## config.mk

```make
export PLATFORM = sky130hd
export DESIGN_NAME = booth_mult_seq
export DESIGN_NICKNAME = d
export VERILOG_FILES = /design/src/rtl/booth_pkg.sv /design/src/rtl/booth_step.sv /design/src/rtl/booth_mult_seq.sv
export SDC_FILE = /design/constraint.sdc
export NUM_CORES = 1
export LEC_CHECK = 0
export CAP_MARGIN = 10
export CORE_ASPECT_RATIO = 0.7
export CORE_MARGIN = 2
export CORE_UTILIZATION = 60
export CTS_BUF_LIST = sky130_fd_sc_hd__clkbuf_4
export DETAILED_ROUTE_END_ITERATION = 12
export HOLD_SLACK_MARGIN = 0.08
export PLACE_DENSITY = 0.93
export SLEW_MARGIN = 15
export SYNTH_ARGS = -nofsm -noshare
export SYNTH_HDL_FRONTEND = slang
export SYNTH_SLANG_ARGS = --single-unit
```

## constraint.sdc

```tcl
create_clock -name clk -period 4.34 [get_ports clk]
set_input_delay 1.085 -clock clk [delete_from_list [all_inputs] [get_ports clk]]
set_output_delay 1.085 -clock clk [all_outputs]
set_load 0.02 [all_outputs]
```

## src/rtl/booth_pkg.sv

```systemverilog
// booth_pkg
//   Shared types and constants for the sequential radix-2 Booth multiplier.
//   - state_e     : controller states (IDLE, RUN)
//   - booth_op_e  : recoded Booth operation for one step (NOP, ADD, SUB)
//   - CODE_ADD/SUB: {Q0, q_-1} bit pairs that select an add or a subtract
//   - ext_width() : operand width after sign/zero extension
package booth_pkg;

  typedef enum logic {
    IDLE = 1'b0,
    RUN  = 1'b1
  } state_e;

  typedef enum logic [1:0] {
    OP_NOP = 2'd0,
    OP_ADD = 2'd1,
    OP_SUB = 2'd2
  } booth_op_e;

  // Operands carry one extra bit so the unsigned mode can reuse the signed
  // Booth datapath: a zero-extended operand is never negative.
  localparam int EXT_BITS = 1;

  localparam logic [1:0] CODE_ADD = 2'b01;
  localparam logic [1:0] CODE_SUB = 2'b10;

  function automatic int ext_width(input int w);
    return w + EXT_BITS;
  endfunction

  function automatic booth_op_e booth_recode(input logic q0, input logic qm1);
    booth_op_e op;
    case ({q0, qm1})
      CODE_ADD: op = OP_ADD;
      CODE_SUB: op = OP_SUB;
      default:  op = OP_NOP;
    endcase
    return op;
  endfunction

endpackage

```

## src/rtl/booth_step.sv

```systemverilog
// booth_step
//   One combinational radix-2 Booth iteration: recode {Q0, q_-1}, add or
//   subtract the multiplicand into the upper half, then arithmetic-shift the
//   whole {A_hi, Q, q_-1} register right by one.
// Ports:
//   a_hi_i  [EW-1:0]  upper accumulator half
//   q_i     [EW-1:0]  multiplier / lower accumulator half
//   qm1_i             q_-1 bit
//   m_i     [EW-1:0]  extended multiplicand
//   a_hi_o, q_o, qm1_o  shifted result of this step
module booth_step
  import booth_pkg::*;
#(
  parameter int EW = 9
) (
  input  logic [EW-1:0] a_hi_i,
  input  logic [EW-1:0] q_i,
  input  logic          qm1_i,
  input  logic [EW-1:0] m_i,
  output logic [EW-1:0] a_hi_o,
  output logic [EW-1:0] q_o,
  output logic          qm1_o
);

  booth_op_e     op;
  logic [EW-1:0] sum;

  always_comb begin
    op  = booth_recode(q_i[0], qm1_i);
    sum = a_hi_i;
    case (op)
      OP_ADD:  sum = a_hi_i + m_i;
      OP_SUB:  sum = a_hi_i - m_i;
      default: sum = a_hi_i;
    endcase
  end

  // The carry/borrow out of the EW-bit add is dropped; sign of the
  // truncated sum is replicated into the vacated MSB.
  assign a_hi_o = {sum[EW-1], sum[EW-1:1]};
  assign q_o    = {sum[0], q_i[EW-1:1]};
  assign qm1_o  = q_i[0];

endmodule

```

## src/rtl/booth_mult_seq.sv

```systemverilog
// booth_mult_seq
//   Sequential radix-2 Booth multiplier with per-operation signed/unsigned
//   mode and a start/busy/done handshake. One multiplication in flight.
// Ports:
//   clk          rising-edge clock
//   rst_n        synchronous reset, active low
//   start        request, accepted only while busy=0
//   signed_mode  1: two's complement operands, 0: unsigned (sampled with start)
//   a [WIDTH-1:0]  multiplicand (sampled with start)
//   b [WIDTH-1:0]  multiplier   (sampled with start)
//   busy         operation in progress
//   done         one-cycle pulse, y updated this cycle
//   y [2*WIDTH-1:0] product, held until the next done
//
// state | meaning
// ------+-----------------------------------------------------------
// IDLE  | waiting for start; y holds the last product
// RUN   | one Booth step per clock, WIDTH+1 steps, then back to IDLE
module booth_mult_seq
  import booth_pkg::*;
#(
  parameter int WIDTH = 8,
  parameter int CNT_W = $clog2(WIDTH + 2)
) (
  input  logic               clk,
  input  logic               rst_n,
  input  logic               start,
  input  logic               signed_mode,
  input  logic [WIDTH-1:0]   a,
  input  logic [WIDTH-1:0]   b,
  output logic               busy,
  output logic               done,
  output logic [2*WIDTH-1:0] y
);

  localparam int EW = ext_width(WIDTH);
  // Counter value during the last of the WIDTH+1 steps.
  localparam logic [CNT_W-1:0] LAST_STEP = CNT_W'(WIDTH);

  state_e             state_q, state_d;
  logic [EW-1:0]      a_hi_q, a_hi_d;
  logic [EW-1:0]      q_q, q_d;
  logic               qm1_q, qm1_d;
  logic [EW-1:0]      m_q, m_d;
  logic [CNT_W-1:0]   cnt_q, cnt_d;
  logic [2*WIDTH-1:0] y_q, y_d;
  logic               done_q, done_d;

  logic [EW-1:0]      a_ext, b_ext;
  logic [EW-1:0]      a_hi_nx, q_nx;
  logic               qm1_nx;

  assign a_ext = signed_mode ? {a[WIDTH-1], a} : {1'b0, a};
  assign b_ext = signed_mode ? {b[WIDTH-1], b} : {1'b0, b};

  booth_step #(
    .EW (EW)
  ) u_step (
    .a_hi_i (a_hi_q),
    .q_i    (q_q),
    .qm1_i  (qm1_q),
    .m_i    (m_q),
    .a_hi_o (a_hi_nx),
    .q_o    (q_nx),
    .qm1_o  (qm1_nx)
  );

  always_comb begin
    state_d = state_q;
    a_hi_d  = a_hi_q;
    q_d     = q_q;
    qm1_d   = qm1_q;
    m_d     = m_q;
    cnt_d   = cnt_q;
    y_d     = y_q;
    done_d  = 1'b0;

    case (state_q)
      IDLE: begin
        if (start) begin
          a_hi_d  = '0;
          q_d     = b_ext;
          qm1_d   = 1'b0;
          m_d     = a_ext;
          cnt_d   = '0;
          state_d = RUN;
        end
      end
      RUN: begin
        a_hi_d = a_hi_nx;
        q_d    = q_nx;
        qm1_d  = qm1_nx;
        cnt_d  = cnt_q + CNT_W'(1);
        if (cnt_q == LAST_STEP) begin
          // {A_hi, Q} is 2*WIDTH+2 bits; the product always fits in the
          // low 2*WIDTH, i.e. the low WIDTH-1 bits of A_hi plus all of Q.
          y_d     = {a_hi_nx[WIDTH-2:0], q_nx};
          done_d  = 1'b1;
          cnt_d   = '0;
          state_d = IDLE;
        end
      end
      default: begin
        state_d = IDLE;
      end
    endcase
  end

  always_ff @(posedge clk) begin
    if (!rst_n) begin
      state_q <= IDLE;
      a_hi_q  <= '0;
      q_q     <= '0;
      qm1_q   <= 1'b0;
      m_q     <= '0;
      cnt_q   <= '0;
      y_q     <= '0;
      done_q  <= 1'b0;
    end else begin
      state_q <= state_d;
      a_hi_q  <= a_hi_d;
      q_q     <= q_d;
      qm1_q   <= qm1_d;
      m_q     <= m_d;
      cnt_q   <= cnt_d;
      y_q     <= y_d;
      done_q  <= done_d;
    end
  end

  assign busy = (state_q == RUN);
  assign done = done_q;
  assign y    = y_q;

endmodule

```

==> results.md, run 1 <==
### Timing
• **fin. max-slew vios** 0
• **post-route setup TNS** 0 ns
• **final setup violation count** 0
• **actual slew at the worst max-slew pin** 0.744 ns
• **relative slew slack** 50.4%
• **clock skew** 0.0107 ns
• **Final Cycle Share** 61.0%
• **Min Clock Period, post-route** 2.65 ns
• **Final Hold Viols** 0
• **unrepaired setup endpoints after global routing** false
• **achievable clock frequency** 378 MHz
• **fin worst setup slack** 1.69 ns

### Yosys
• **ys async rst share** 0%
• **number of flip-flops and latches in the synthesized netlist** 49
• **number of nets produced by synthesis** 351
• **share of the synthesized area in the top cell type** 38.3%
• **commonest cells in the netlist** dfxtp_1, nand2_1, a21oi_1, nor2_1, mux2i_1
• **count of distinct cell types in the synthesized netlist** 44
• **most frequent cell after synthesis** dfxtp_1
• **cell types with the largest area share after synthesis** dfxtp_1, a21oi_1, nand2_1
• **number of warning messages in the yosys log** 0
• **gate count after technology mapping** 318
• **number of synthesized flops with an enable pin** 0
• **cell accounting for the most synthesized area** dfxtp_1
• **most used flip-flop cell after synthesis** dfxtp_1
• **mean instance size in the synthesized netlist** 8.05 um2
• **netlist area before placement** 2560 um2
• **share of synthesized area occupied by flip-flops and latches** 38.3%

### Global route
• **Overall Global Routing Usage** 26.7%
• **vias in the first global route** 2,117
• **pin count of the biggest net entering global routing** 47
• **global-route wire length before repair** 9680 um
• **Congestion Overflow GR** 0
• **met3 Resource Use GR** 5.06%
• **number of antenna violations at the first check in global routing** 0
• **met1 track demand over resource** 37.2%
• **met2 usage** 41.2%
• **global-route layer with the greatest usage** met2

### Worst setup path
• **critical path required time** 4.65 ns
• **cell with the largest stage delay on the worst path** fa_1
• **Critical Path, Cell by Cell** inv_1, ha_1, mux2_2, fa_1, nor2b_4, o21a_1, nor3_1, or3b_1, a311oi_2
• **nature of the critical path endpoint** flip-flop
• **Slowest Stage Delay on Critical Path** 0.47 ns
• **top fanout value on the critical path** 8
• **startpoint type of the worst setup path** flip-flop
• **arrival time of data at the critical path endpoint** 2.96 ns
• **critical setup path kind** flip-flop to flip-flop

### Drt
• **drt via density** 5.83
• **total wire length** 5970 um
• **antenna-violating nets left** 0
• **DRC Markers** 0
• **number of search-and-repair iterations in the first detailed-routing pass** 5
• **number of DRC markers in iteration 0** 194
• **total via count in the routed design** 2,336
• **routed wire length per instance** 14.9 um

### Final layout
• **final net count** 381
• **fill cell instance count of the final layout** 298
• **Layout Cells excl Fill** 401
• **combined area of the multi-input logic cells** 1430 um2
• **number of diodes** 0
• **FF+latch area** 981 um2
• **area overhead of the layout relative to synthesis** 17.1%
• **proportion of layout cells with a drive suffix above 1** 4.87%

### Clock tree
• **source-to-sink clock delay at the later pin of the worst-skew pair** 0.39 ns
• **register clock-pin slew on the reported worst setup and hold paths** 0.15 ns
• **Root Driver** clkbuf_4
• **Resize count post-CTS** 0
• **clock buffers created by TritonCTS** 5
• **htree depth** 2
• **setup bufs post-CTS** 0
• **Max Buffers Root-to-Sink** 2
• **clock sinks** 49
• **quantity of hold-fixing buffers added after cts** 0
• **clock tree from TritonCTS** yes

### Flow run
• **number of maximum-capacitance violations** 0

### Floorplanning
• **die height** 58.7 um
• **starting utilization of the core area** 63.7%
• **num ports** 38
• **Core Rows** 19
• **Core ar.** 4020 um2
• **die width** 82.1 um
• **die area** 4820 um2

### Placement
• **half-perimeter wire length after detailed placement** 4230 um
• **total instance count after detailed placement** 393
• **placement-stage worst setup slack** 1.56 ns
• **count of buffers inserted at the top-level ports** 37
• **global placer's final weighted congestion** 0.877

### Power and ir drop
• **power density relative to cell area** 331 nW/um2
• **Leakage Power** 1.15 nW
• **peak ir drop on the vdd network** 0.253 mV
• **Final Total Pwr** 0.995 mW

### Outcome
• **run status** complete, no violations

### Min path
• **Hold WC Path Type** flip-flop to flip-flop

[registers in the layout, summed over array words and instances, names as in the netlist]
signal and count:
a_hi_q 8, busy 1, cnt_q 4, done 1, m_q 9, q_q 9, qm1_q 1, y 16
[final cells by class]
cell class / instances / area share, %
well taps: 52 / 2.17
clock inverters: 3 / 1.38
clock buffers: 5 / 1.25
flip-flops and latches: 49 / 32.7
repair buffers: 41 / 13.3
inverters: 13 / 1.63
multi-input cells: 238 / 47.5
[logic make-up after synthesis]
| family | Yosys count | synth area share (%) |
|---|---|---|
| flops | 49 | 38.3 |
| buf+inv | 31 | 6.01 |
| simple gates | 124 | 22.2 |
| xor+xnor | 12 | 4.10 |
| mux | 16 | 6.40 |
| compound gates | 73 | 16.4 |
| fa+ha+maj | 13 | 6.64 |
[worst paths after layout]
path,start,cells past startpoint,endpoint,slack [ns]
min,y[0],2,y[0],0.47
min reg2reg,y[0],2,y[0],0.47
max,qm1_q,9,a_hi_q[3],1.69
max reg2reg,qm1_q,9,a_hi_q[3],1.69
[routing by layer]
metal | vias up | part of all wire [%]
met1 | 1113 | 49
met5 | - | 0
met4 | 0 | 1.8
met3 | 10 | 4.6
met2 | 57 | 45
li1 | 1156 | -
[power breakdown]
| group | internal, mW | leakage, nW | switching, mW | total (mW) |
|---|---|---|---|---|
| sequential | 0.466 | 0.399 | 0.0152 | 0.481 |
| combinational | 0.107 | 0.710 | 0.132 | 0.239 |
| clock | 0.119 | 0.0389 | 0.155 | 0.274 |
| total | 0.692 | 1.15 | 0.302 | 0.995 |
[layout by cell type, fill, tap and decap left out, types with 11 or more instances in the layout]
master           instances
a21oi_1                 45
clkdlybuf4s50_1         37
dfxtp_1                 49
ha_1                    12
inv_1                   12
mux2i_1                 13
nand2_1                 48
nor2_1                  36
nor3_1                  12
xnor2_1                 11
[per-stage QoR]
step	hold WS (ns)	cell area [um2]	util [%]
final	0.474	3000	74.7
after global routing	0.498	3000	74.7
after CTS	0.476	3000	74.7
after detailed placement	0.452	2920	72.7
after global placement	0.442	2920	72.7
after floorplan	0.444	2560	-
[critical path: cells and delay by family, from the launching register on]
family | cells | cell delay, ns
AO/OA/AOI/OAI | 2 | 0.39
adder cells (fa/ha/maj) | 2 | 0.79
buffers and inverters | 1 | 0.06
flip-flops | 1 | 0.33
multiplexers | 1 | 0.40
AND/OR/NAND/NOR | 3 | 0.59
(Power assumes the default switching activity.)
==> inputs of run 2 (changes only) <==
Settings changed: CORE_UTILIZATION 60 to 51, PLACE_DENSITY 0.93 to 0.85.
Clock period 4.34 ns to 2.3 ns, I/O delays scaled along.
==> results.md, run 2 (synthesis gave the netlist of run 1 again) <==
### Outcome
• **run status** complete, no violations

### Timing
• **achievable clock frequency** 435 MHz
• **clock skew** 0.0108 ns
• **post-route setup TNS** 0 ns
• **Min Clock Period, post-route** 2.30 ns
• **unrepaired setup endpoints after global routing** true
• **Final Cycle Share** 99.9%
• **fin. max-slew vios** 0
• **actual slew at the worst max-slew pin** 0.459 ns
• **final setup violation count** 0
• **relative slew slack** 69.4%
• **Final Hold Viols** 0

### Floorplanning
• **die height** 63.3 um
• **num ports** 38
• **Core Rows** 21
• **die width** 88.7 um
• **die area** 5610 um2
• **starting utilization of the core area** 53.3%
• **Core ar.** 4810 um2

### Final layout
• **commonest cells after routing, fill and taps aside** nand2_1, dfxtp_1, a21oi_1
• **number of diodes** 0
• **area overhead of the layout relative to synthesis** 27.4%
• **FF+latch area** 988 um2
• **utilization after layout** 67.8%
• **most frequent standard cell in the layout excluding fill and tap cells** nand2_1
• **fill cell instance count of the final layout** 384
• **proportion of layout cells with a drive suffix above 1** 16.8%
• **number of flip-flops in the largest register** 16
• **final net count** 400
• **combined area of the multi-input logic cells** 1530 um2

### Clock tree
• **clock tree from TritonCTS** yes
• **Root Driver** clkbuf_4
• **clock sinks** 49
• **clock buffers created by TritonCTS** 5
• **register clock-pin slew on the reported worst setup and hold paths** 0.15 ns
• **source-to-sink clock delay at the later pin of the worst-skew pair** 0.38 ns
• **htree depth** 2
• **Max Buffers Root-to-Sink** 2
• **quantity of hold-fixing buffers added after cts** 0

### Placement
• **half-perimeter wire length after detailed placement** 4130 um
• **global placer's final weighted congestion** 0.917
• **count of buffers inserted at the top-level ports** 37

### Drt
• **routed wire length per instance** 15.0 um
• **total via count in the routed design** 2,461
• **DRC Markers** 0
• **number of DRC markers in iteration 0** 222
• **total wire length** 6580 um
• **antenna-violating nets left** 0
• **number of search-and-repair iterations in the first detailed-routing pass** 5
• **drt via density** 5.63

### Worst setup path
• **FF-to-FF setup slack** 0.001 ns
• **destination of the critical timing path** a_hi_q[3]
• **nature of the critical path endpoint** flip-flop
• **top fanout value on the critical path** 2
• **critical path startpoint** m_q[0]
• **r2r startpoint** m_q[0]
• **destination of the worst register-to-register timing path** a_hi_q[3]
• **critical setup path kind** flip-flop to flip-flop
• **startpoint type of the worst setup path** flip-flop
• **arrival time of data at the critical path endpoint** 2.60 ns
• **R2R depth** 9
• **critical path required time** 2.60 ns

### Min path
• **Hold WC Path Type** flip-flop to flip-flop
• **count of cells along the worst hold path** 2

### Power and ir drop
• **peak ir drop on the vdd network** 0.337 mV
• **power density relative to cell area** 587 nW/um2
• **Final Total Pwr** 1.92 mW
• **Leakage Power** 1.26 nW

### Flow run
• **number of maximum-capacitance violations** 0

### Global route
• **global-route wire length before repair** 10,000 um
• **Congestion Overflow GR** 0
• **Overall Global Routing Usage** 22.4%
• **vias in the first global route** 2,162
• **number of antenna violations at the first check in global routing** 0
• **pin count of the biggest net entering global routing** 44

run 2: changes by cell type in the layout (fill, tap and decap cells not counted), sizes merged:
cell,before,now
bufinv,1,0
buf,4,23
clkinvlp,1,0
clkbuf,5,6
inv,12,13
run 2: stage by stage:
step | worst slack [ns] | cell area (um2) | hold WS (ns) | instances
after detailed placement | -0.0541 | 3020 | 0.449 | 420
after CTS | 0.0143 | 3120 | 0.467 | 429
after global placement | 0.0418 | 3020 | 0.446 | 420
after global routing | -0.0690 | 3260 | 0.485 | 437
final | 0.00147 | 3260 | 0.465 | 437
after floorplan | 0.00639 | 2580 | 0.444 | 318
run 2: where the power goes:
group | switching (mW) | internal (mW) | total, mW
sequential | 0.0286 | 0.880 | 0.909
clock | 0.292 | 0.135 | 0.426
combinational | 0.301 | 0.280 | 0.581
run 2: per-layer routing:
metal	vias to the layer above	part of all wire, %	track usage [%]
met4	0	1.6	5.11
met1	1140	46	32.8
met2	114	46	33.6
met5	-	0	0
li1	1191	-	-
met3	16	6.8	4.59
run 2: critical path: stages (launching register included):
cell and delay, ns:
dfxtp_2 0.37, inv_2 0.05, ha_4 0.22, mux2_4 0.27, fa_2 0.37, nor2b_4 0.13
o21a_1 0.14, nor3_1 0.05, or3b_1 0.39, a311oi_2 0.21
run 2: cell type report:
| type | instances | share of cell area (%) |
|---|---|---|
| Sequential cell | 49 | 30.3 |
| Inverter | 13 | 1.50 |
| Timing Repair Buffer | 60 | 16.8 |
| Clock buffer | 6 | 1.38 |
| Clock inverter | 2 | 0.422 |
| Tap cell | 69 | 2.65 |
| Multi-Input combinational cell | 238 | 47.0 |
run 2: how the worst min path moves through the flow:
stage | startpoint | end | slack, ns
3_5_place_dp | y[1] | y[1] | 0.45
2_1_floorplan | m_q[8] | m_q[8] | 0.44
6_report | y[1] | y[1] | 0.47
3_3_place_gp | y[0] | y[0] | 0.45
5_1_grt | y[0] | y[0] | 0.48
4_1_cts | y[1] | y[1] | 0.47
run 2: timing repair:
action | 4_1_cts | 5_1_grt
gates cloned | 0 | 0
endpoints found under the setup margin | 7 | 9
pin swaps | 3 | 11
resized for setup | 9 | 21
hold endpoints to repair | 0 | 0
setup buffers | 1 | 8
